## config.mk

```make
export PLATFORM = sky130hd
export DESIGN_NAME = xmodem_sender
export DESIGN_NICKNAME = d
export VERILOG_FILES = /design/src/rtl/xmodem_sender.sv
export SDC_FILE = /design/constraint.sdc
export NUM_CORES = 2
export LEC_CHECK = 0
export CORE_MARGIN = 8
export CORE_UTILIZATION = 49
export DETAILED_ROUTE_END_ITERATION = 8
export PLACE_DENSITY = 0.65
export SLEW_MARGIN = 20
export SYNTH_ARGS = -nofsm -noshare
export SYNTH_HDL_FRONTEND = slang
export SYNTH_SLANG_ARGS = --single-unit
```

## constraint.sdc

```tcl
create_clock -name clk -period 6.4 [get_ports clk]
set_input_delay 1.6 -clock clk [delete_from_list [all_inputs] [get_ports clk]]
set_output_delay 1.6 -clock clk [all_outputs]
set_load 0.1 [all_outputs]
```

## src/rtl/xmodem_sender.sv

```systemverilog
// XMODEM (checksum) transmitter: packs a 32-bit word stream into blocks, frames them
// for the UART TX byte port and retries on NAK/timeout until ACK, CAN or the retry limit.
module xmodem_sender #(
    parameter int BLOCK_SIZE     = 128,
    parameter int TIMEOUT_CYCLES = 2000000,
    parameter int MAX_RETRY      = 10
) (
    input  logic        clk,
    input  logic        rst_n,
    input  logic        start,
    input  logic        word_valid,
    input  logic [31:0] word_data,
    input  logic        word_last,
    output logic        word_ready,
    output logic        tx_dv,
    output logic [7:0]  tx_byte,
    input  logic        tx_done,
    input  logic        rx_dv,
    input  logic [7:0]  rx_byte,
    output logic        busy,
    output logic        done,
    output logic        error,
    output logic [7:0]  block_num
);
    localparam int WORDS = BLOCK_SIZE / 4;
    localparam int WIW   = (WORDS > 1) ? $clog2(WORDS) : 1;
    localparam int BIW   = $clog2(BLOCK_SIZE);
    localparam int TW    = $clog2(TIMEOUT_CYCLES + 1);
    localparam int RW    = $clog2(MAX_RETRY + 1) + 1;

    localparam logic [7:0] SOH = 8'h01;
    localparam logic [7:0] EOT = 8'h04;
    localparam logic [7:0] ACK = 8'h06;
    localparam logic [7:0] NAK = 8'h15;
    localparam logic [7:0] CAN = 8'h18;

    typedef enum logic [3:0] {
        S_IDLE, S_FILL, S_WAIT_NAK, S_SEND_HDR, S_SEND_DATA, S_SEND_CSUM,
        S_WAIT_RESP, S_SEND_EOT, S_WAIT_EOT_ACK, S_DONE, S_ERROR
    } state_t;

    state_t          state_q, state_d;
    logic [BIW-1:0]  idx_q, idx_d;
    logic [WIW-1:0]  widx_q, widx_d;
    logic [7:0]      csum_q, csum_d;
    logic [7:0]      tx_byte_q, tx_byte_d;
    logic            tx_dv_q, tx_dv_d;
    logic            out_q, out_d;
    logic [7:0]      blk_q, blk_d;
    logic [RW-1:0]   retry_q, retry_d;
    logic            first_q, first_d;
    logic            end_q, end_d;
    logic [TW-1:0]   timer_q, timer_d;
    logic [31:0]     buf_q [WORDS];
    logic [31:0]     buf_d [WORDS];

    logic            fail;
    logic [31:0]     cur_word;
    logic [7:0]      data_byte;

    always_comb begin
        state_d   = state_q;
        idx_d     = idx_q;
        widx_d    = widx_q;
        csum_d    = csum_q;
        tx_byte_d = tx_byte_q;
        tx_dv_d   = 1'b0;
        out_d     = out_q;
        blk_d     = blk_q;
        retry_d   = retry_q;
        first_d   = first_q;
        end_d     = end_q;
        timer_d   = timer_q;
        buf_d     = buf_q;
        fail      = 1'b0;
        cur_word  = '0;
        data_byte = '0;

        case (state_q)
            S_IDLE, S_DONE, S_ERROR: begin
                if (start) begin
                    state_d = S_FILL;
                    blk_d   = 8'd1;
                    retry_d = '0;
                    first_d = 1'b1;
                    end_d   = 1'b0;
                    widx_d  = '0;
                    out_d   = 1'b0;
                end
            end
            S_FILL: begin
                if (word_valid) begin
                    buf_d[widx_q] = word_data;
                    if (word_last || widx_q == WIW'(WORDS - 1)) begin
                        // Short final block: zero the slots the stream never reached
                        for (int j = 0; j < WORDS; j++) begin
                            if (j > int'(widx_q)) buf_d[j] = '0;
                        end
                        end_d   = word_last;
                        widx_d  = '0;
                        idx_d   = '0;
                        state_d = first_q ? S_WAIT_NAK : S_SEND_HDR;
                    end else begin
                        widx_d = widx_q + 1'b1;
                    end
                end
            end
            S_WAIT_NAK: begin
                if (rx_dv && rx_byte == NAK) begin
                    state_d = S_SEND_HDR;
                    idx_d   = '0;
                end
            end
            S_SEND_HDR, S_SEND_DATA, S_SEND_CSUM, S_SEND_EOT: begin
                if (out_q && tx_done) begin
                    out_d = 1'b0;
                    case (state_q)
                        S_SEND_HDR: begin
                            if (idx_q == BIW'(2)) begin
                                state_d = S_SEND_DATA;
                                idx_d   = '0;
                            end else begin
                                idx_d = idx_q + 1'b1;
                            end
                        end
                        S_SEND_DATA: begin
                            if (idx_q == BIW'(BLOCK_SIZE - 1)) begin
                                state_d = S_SEND_CSUM;
                                idx_d   = '0;
                            end else begin
                                idx_d = idx_q + 1'b1;
                            end
                        end
                        S_SEND_CSUM: state_d = S_WAIT_RESP;
                        default:     state_d = S_WAIT_EOT_ACK;
                    endcase
                end
            end
            S_WAIT_RESP, S_WAIT_EOT_ACK: begin
                // A received byte wins over a timeout expiring in the same cycle
                if (rx_dv) begin
                    if (rx_byte == ACK) begin
                        retry_d = '0;
                        first_d = 1'b0;
                        if (state_q == S_WAIT_EOT_ACK) begin
                            state_d = S_DONE;
                        end else if (end_q) begin
                            state_d = S_SEND_EOT;
                        end else begin
                            blk_d   = blk_q + 8'd1;
                            widx_d  = '0;
                            state_d = S_FILL;
                        end
                    end else if (rx_byte == NAK) begin
                        fail = 1'b1;
                    end else if (rx_byte == CAN) begin
                        state_d = S_ERROR;
                    end
                end else if (timer_q == TW'(TIMEOUT_CYCLES - 1)) begin
                    fail = 1'b1;
                end else begin
                    timer_d = timer_q + 1'b1;
                end
                if (fail) begin
                    if (int'(retry_q) >= MAX_RETRY) begin
                        state_d = S_ERROR;
                    end else begin
                        retry_d = retry_q + 1'b1;
                        idx_d   = '0;
                        state_d = (state_q == S_WAIT_RESP) ? S_SEND_HDR : S_SEND_EOT;
                    end
                end
            end
            default: state_d = S_IDLE;
        endcase

        if (state_d != state_q) timer_d = '0;

        // Issue the next byte in the same cycle tx_done is consumed (tx_dv is registered)
        cur_word = buf_d[idx_d[BIW-1:2]];
        case (idx_d[1:0])
            2'd0:    data_byte = cur_word[7:0];
            2'd1:    data_byte = cur_word[15:8];
            2'd2:    data_byte = cur_word[23:16];
            default: data_byte = cur_word[31:24];
        endcase
        if (!out_d) begin
            case (state_d)
                S_SEND_HDR: begin
                    tx_dv_d = 1'b1;
                    out_d   = 1'b1;
                    if (idx_d == BIW'(0)) begin
                        tx_byte_d = SOH;
                        csum_d    = '0;
                    end else if (idx_d == BIW'(1)) begin
                        tx_byte_d = blk_d;
                    end else begin
                        tx_byte_d = ~blk_d;
                    end
                end
                S_SEND_DATA: begin
                    tx_dv_d   = 1'b1;
                    out_d     = 1'b1;
                    tx_byte_d = data_byte;
                    csum_d    = csum_q + data_byte;
                end
                S_SEND_CSUM: begin
                    tx_dv_d   = 1'b1;
                    out_d     = 1'b1;
                    tx_byte_d = csum_q;
                end
                S_SEND_EOT: begin
                    tx_dv_d   = 1'b1;
                    out_d     = 1'b1;
                    tx_byte_d = EOT;
                end
                default: ;
            endcase
        end
    end

    always_ff @(posedge clk or negedge rst_n) begin
        if (!rst_n) begin
            state_q   <= S_IDLE;
            idx_q     <= '0;
            widx_q    <= '0;
            csum_q    <= '0;
            tx_byte_q <= '0;
            tx_dv_q   <= 1'b0;
            out_q     <= 1'b0;
            blk_q     <= '0;
            retry_q   <= '0;
            first_q   <= 1'b0;
            end_q     <= 1'b0;
            timer_q   <= '0;
        end else begin
            state_q   <= state_d;
            idx_q     <= idx_d;
            widx_q    <= widx_d;
            csum_q    <= csum_d;
            tx_byte_q <= tx_byte_d;
            tx_dv_q   <= tx_dv_d;
            out_q     <= out_d;
            blk_q     <= blk_d;
            retry_q   <= retry_d;
            first_q   <= first_d;
            end_q     <= end_d;
            timer_q   <= timer_d;
        end
    end

    always_ff @(posedge clk) begin
        buf_q <= buf_d;
    end

    assign word_ready = (state_q == S_FILL);
    assign tx_dv      = tx_dv_q;
    assign tx_byte    = tx_byte_q;
    assign busy       = !(state_q == S_IDLE || state_q == S_DONE || state_q == S_ERROR);
    assign done       = (state_q == S_DONE);
    assign error      = (state_q == S_ERROR);
    assign block_num  = blk_q;
endmodule

```

==> summary.md <==
| Metric | Value |
|---|---|
| CP Data Required Time | between 7000 and 8000 ps |
| Post-synth cell types | between 90 and 100 |
| Asr flop ratio synth | under 10% |
| Fin nets | 7397 |
| Peak VDD IR | between 0.2 and 0.25 mV |
| P&R area growth vs syn | 31.4% |
| Worst slew pin tran | about 1100 ps |
| CTS tree | yes |
| Clock Sinks | 1094 |
| Crit. End Element | flip-flop |
| Post-Syn Area | roughly 0.050 mm^2 |
| Routed wire length | 218000 um |
| Place WS | -1940 ps |
| Final Slew Violations | 0 |
| Final setup violation count | 2 |
| CTS HTree Levels | 3 |
| Most frequent cell on the critical path | buf_4 |
| HPWL after DPL | roughly 150000 um |
| Clock buffer count from CTS | about 120 |
| Hold slack final | 452 ps |
| Mean Syn Cell Area | around 7.6 um^2 |
| 1st-iter DRT viols | between 6000 and 7000 |
| Violated checks | negative setup slack |
| DR WL/cell | between 20 and 25 um |
| Leak Pwr | 25.7 nW |
| Worst setup SP type | input pin |
| RePlAce Congestion | 1.03 |
| CTS Buffer Depth | 3 |
| Crit-path max FO | 13 |
| Arrival @ worst endpoint | 7240 ps |
| Total track usage | 37.1% |
| Worst hold path class | reg -> reg |
| Seq/Total Area, Yosys | 44.5% |
| Max-Slew Margin vs Limit | 24.2% |
| Post-route DRC | 0 |
| 1st-pass router iterations | 6 |
| ANT nets after route | 0 |
| Syn Inst Count | approximately 6600 |
| Most used DFF post-synth | dfxtp_1 |
| Slowest CP cell | or4_4 |
| Critical path class | in -> reg |
| Chip height | approximately 340 um |
| Share of cells above drive strength 1 | a little over a fifth |
| Setup slack after layout | -196 ps |
| Die area | between 0.1 and 0.15 mm^2 |
| CP max stage delay | between 500 and 600 ps |
| Unrepaired setup endpoints after global routing | yes |
| FMAX | 152 MHz |
| Max-cap viol count | 0 |
| Pin count of the biggest net entering global routing | 71 |
| First-pass GRT wire length | about 320000 um |
| Clock Pin Slew Worst Setup and Hold Paths | around 60 ps |
| Synthesized Nets | 6673 |
| Vias per cell | just over 6 |
| Port bufs | 67 |
| Commonest non-fill, non-tap cell in the layout | nand2_1 |
| Clock insertion delay at the later pin of the skew report | slightly above 700 ps |
| Core ar. | roughly 0.10 mm^2 |
| Total number of vias | 53500 |
| Fin Clk Skew | between 20 and 30 ps |
| Final cycle utilization of the critical path | 103% |
| Global route overflow | 0 |
| Worst path bufs/invs | 13 |
| Cell Rows | 117 |
| Overall Power | roughly 0.020 W |
| Yosys reg bits | between 1000 and 1500 |
| Outcome | complete, but fails checks |
| Die X | roughly 340 um |
| Hold Violations, Final | 0 |
| IO Pins | 68 |
| PwrDens | approximately 310 mW/mm^2 |
| Initial antenna violation count | 2 |
| Root buf cell | clkbuf_16 |
| EDFF count, synth | 0 |
| Vias in the first global route | about 50000 |
| Count of warnings emitted by yosys | 0 |
| Tmin final | about 6600 ps |
| Delay-heaviest family, CP | buffers and inverters |
| Commonest non-fill, non-tap cells in the layout | 2278 x nand2_1, 1024 x dfxtp_1, 954 x buf_4 |
| Initial core utilization | approximately half |
## cell usage after synthesis (all sizes together), types with 25 or more instances
cell type | number | area (um^2)
mux4 | 25 | 563
nand3 | 245 | 1230
a31oi | 43 | 269
o21ai | 81 | 405
a21oi | 911 | 4590
mux2 | 35 | 394
buf | 229 | 1110
a22o | 33 | 298
dfxtp | 1024 | 20500
inv | 36 | 135
mux2i | 246 | 2460
nor3 | 123 | 616
nand2 | 2280 | 8560
and3 | 32 | 200
a211oi | 144 | 1100
xor2 | 26 | 228
a311oi | 89 | 786
dfrtp | 70 | 1750
nor2 | 266 | 998
clkbuf | 366 | 1380
## stage by stage
stage	utilization (%)	TNS, ps	instances	instance area, um^2
final	64.8	-357	8795	65700
after global routing	64.8	-592	8793	65700
after detailed placement	59.1	-13250	8516	59900
after global placement	59.1	-12690	8516	59900
after floorplan	-	-104	6607	50200
after CTS	64.4	0	8785	65400
## cell families (layout without fill, tap and decap cells)
| group | Yosys count | count (layout) | synth area share [%] |
|---|---|---|---|
| xor+xnor | 38 | 38 | 0.665 |
| buf+inv | 632 | 1450 | 5.26 |
| mux | 306 | 306 | 6.84 |
| simple gates | 3071 | 3071 | 24.9 |
| fa+ha+maj | 19 | 19 | 0.490 |
| other cells | 0 | 2 | 0 |
| compound gates | 1447 | 1447 | 17.4 |
| flops | 1094 | 1094 | 44.5 |
## report_power, final
group          internal (W)  switching [W]
clock               0.00418        0.00293
sequential          0.00711       0.000134
combinational       0.00234        0.00359
total                0.0136        0.00666
## flip-flops by register name, indices dropped and copies added, names as in the netlist
name       cells
block_num      8
buf_q       1024
csum_q         8
end_q          1
first_q        1
idx_q          7
out_q          1
retry_q        5
state_q        4
timer_q       21
tx_byte        8
tx_dv          1
widx_q         5
## routing by layer
metal  track usage [%]  part of all wire (%)  vias to the layer above  wire length, um
li1                  -                     -                    23900                -
met1              49.4                    39                    25400            85200
met2              55.6                    42                     3484            91400
met3              9.34                    13                      741            28200
met4              19.1                   6.0                        0            13000
met5                 0                     0                        -                0
## final cells by class
| cell class | instances | area, um^2 |
|---|---|---|
| inverters | 37 | 191 |
| multi-input cells | 4881 | 26200 |
| well taps | 1368 | 1710 |
| clock buffers | 175 | 3450 |
| diodes | 2 | 5.00 |
| fillers | 8680 | 35700 |
| flip-flops and latches | 1094 | 22300 |
| repair inverters | 4 | 52.6 |
| repair buffers | 1197 | 11300 |
| clock inverters | 37 | 532 |
## worst register-to-register path, delay by kind of cell, from the launching register on
kind	cells	cell delay (ps)
AND/OR/NAND/NOR	6	1490
adder cells (fa/ha/maj)	1	260
buffers and inverters	14	2560
AO/OA/AOI/OAI	7	1240
XOR/XNOR	1	130
flip-flops	1	510
## worst paths after layout
kind | from | to | slack, ps | cells past startpoint
min in group asynchronous | rst_n | timer_q[11] | 980 | 1
max in group asynchronous | rst_n | widx_q[4] | 4700 | 1
setup reg to reg | state_q[0] | csum_q[5] | 150 | 29
hold reg to reg | buf_q[392] | buf_q[392] | 450 | 2
setup / recovery | rx_byte[7] | csum_q[5] | -200 | 28
hold / removal | buf_q[392] | buf_q[392] | 450 | 2
## repair_timing
| action | 4_1_cts | 5_1_grt |
|---|---|---|
| hold buffers | 0 | 0 |
| gates cloned | 18 | 1 |
| setup buffers | 41 | 8 |
| pin swaps | 49 | 13 |
| gates resized for setup | 152 | 57 |
| endpoints found under the setup margin | 7 | 4 |
Note: power is estimated with default switching activity, not from simulation.
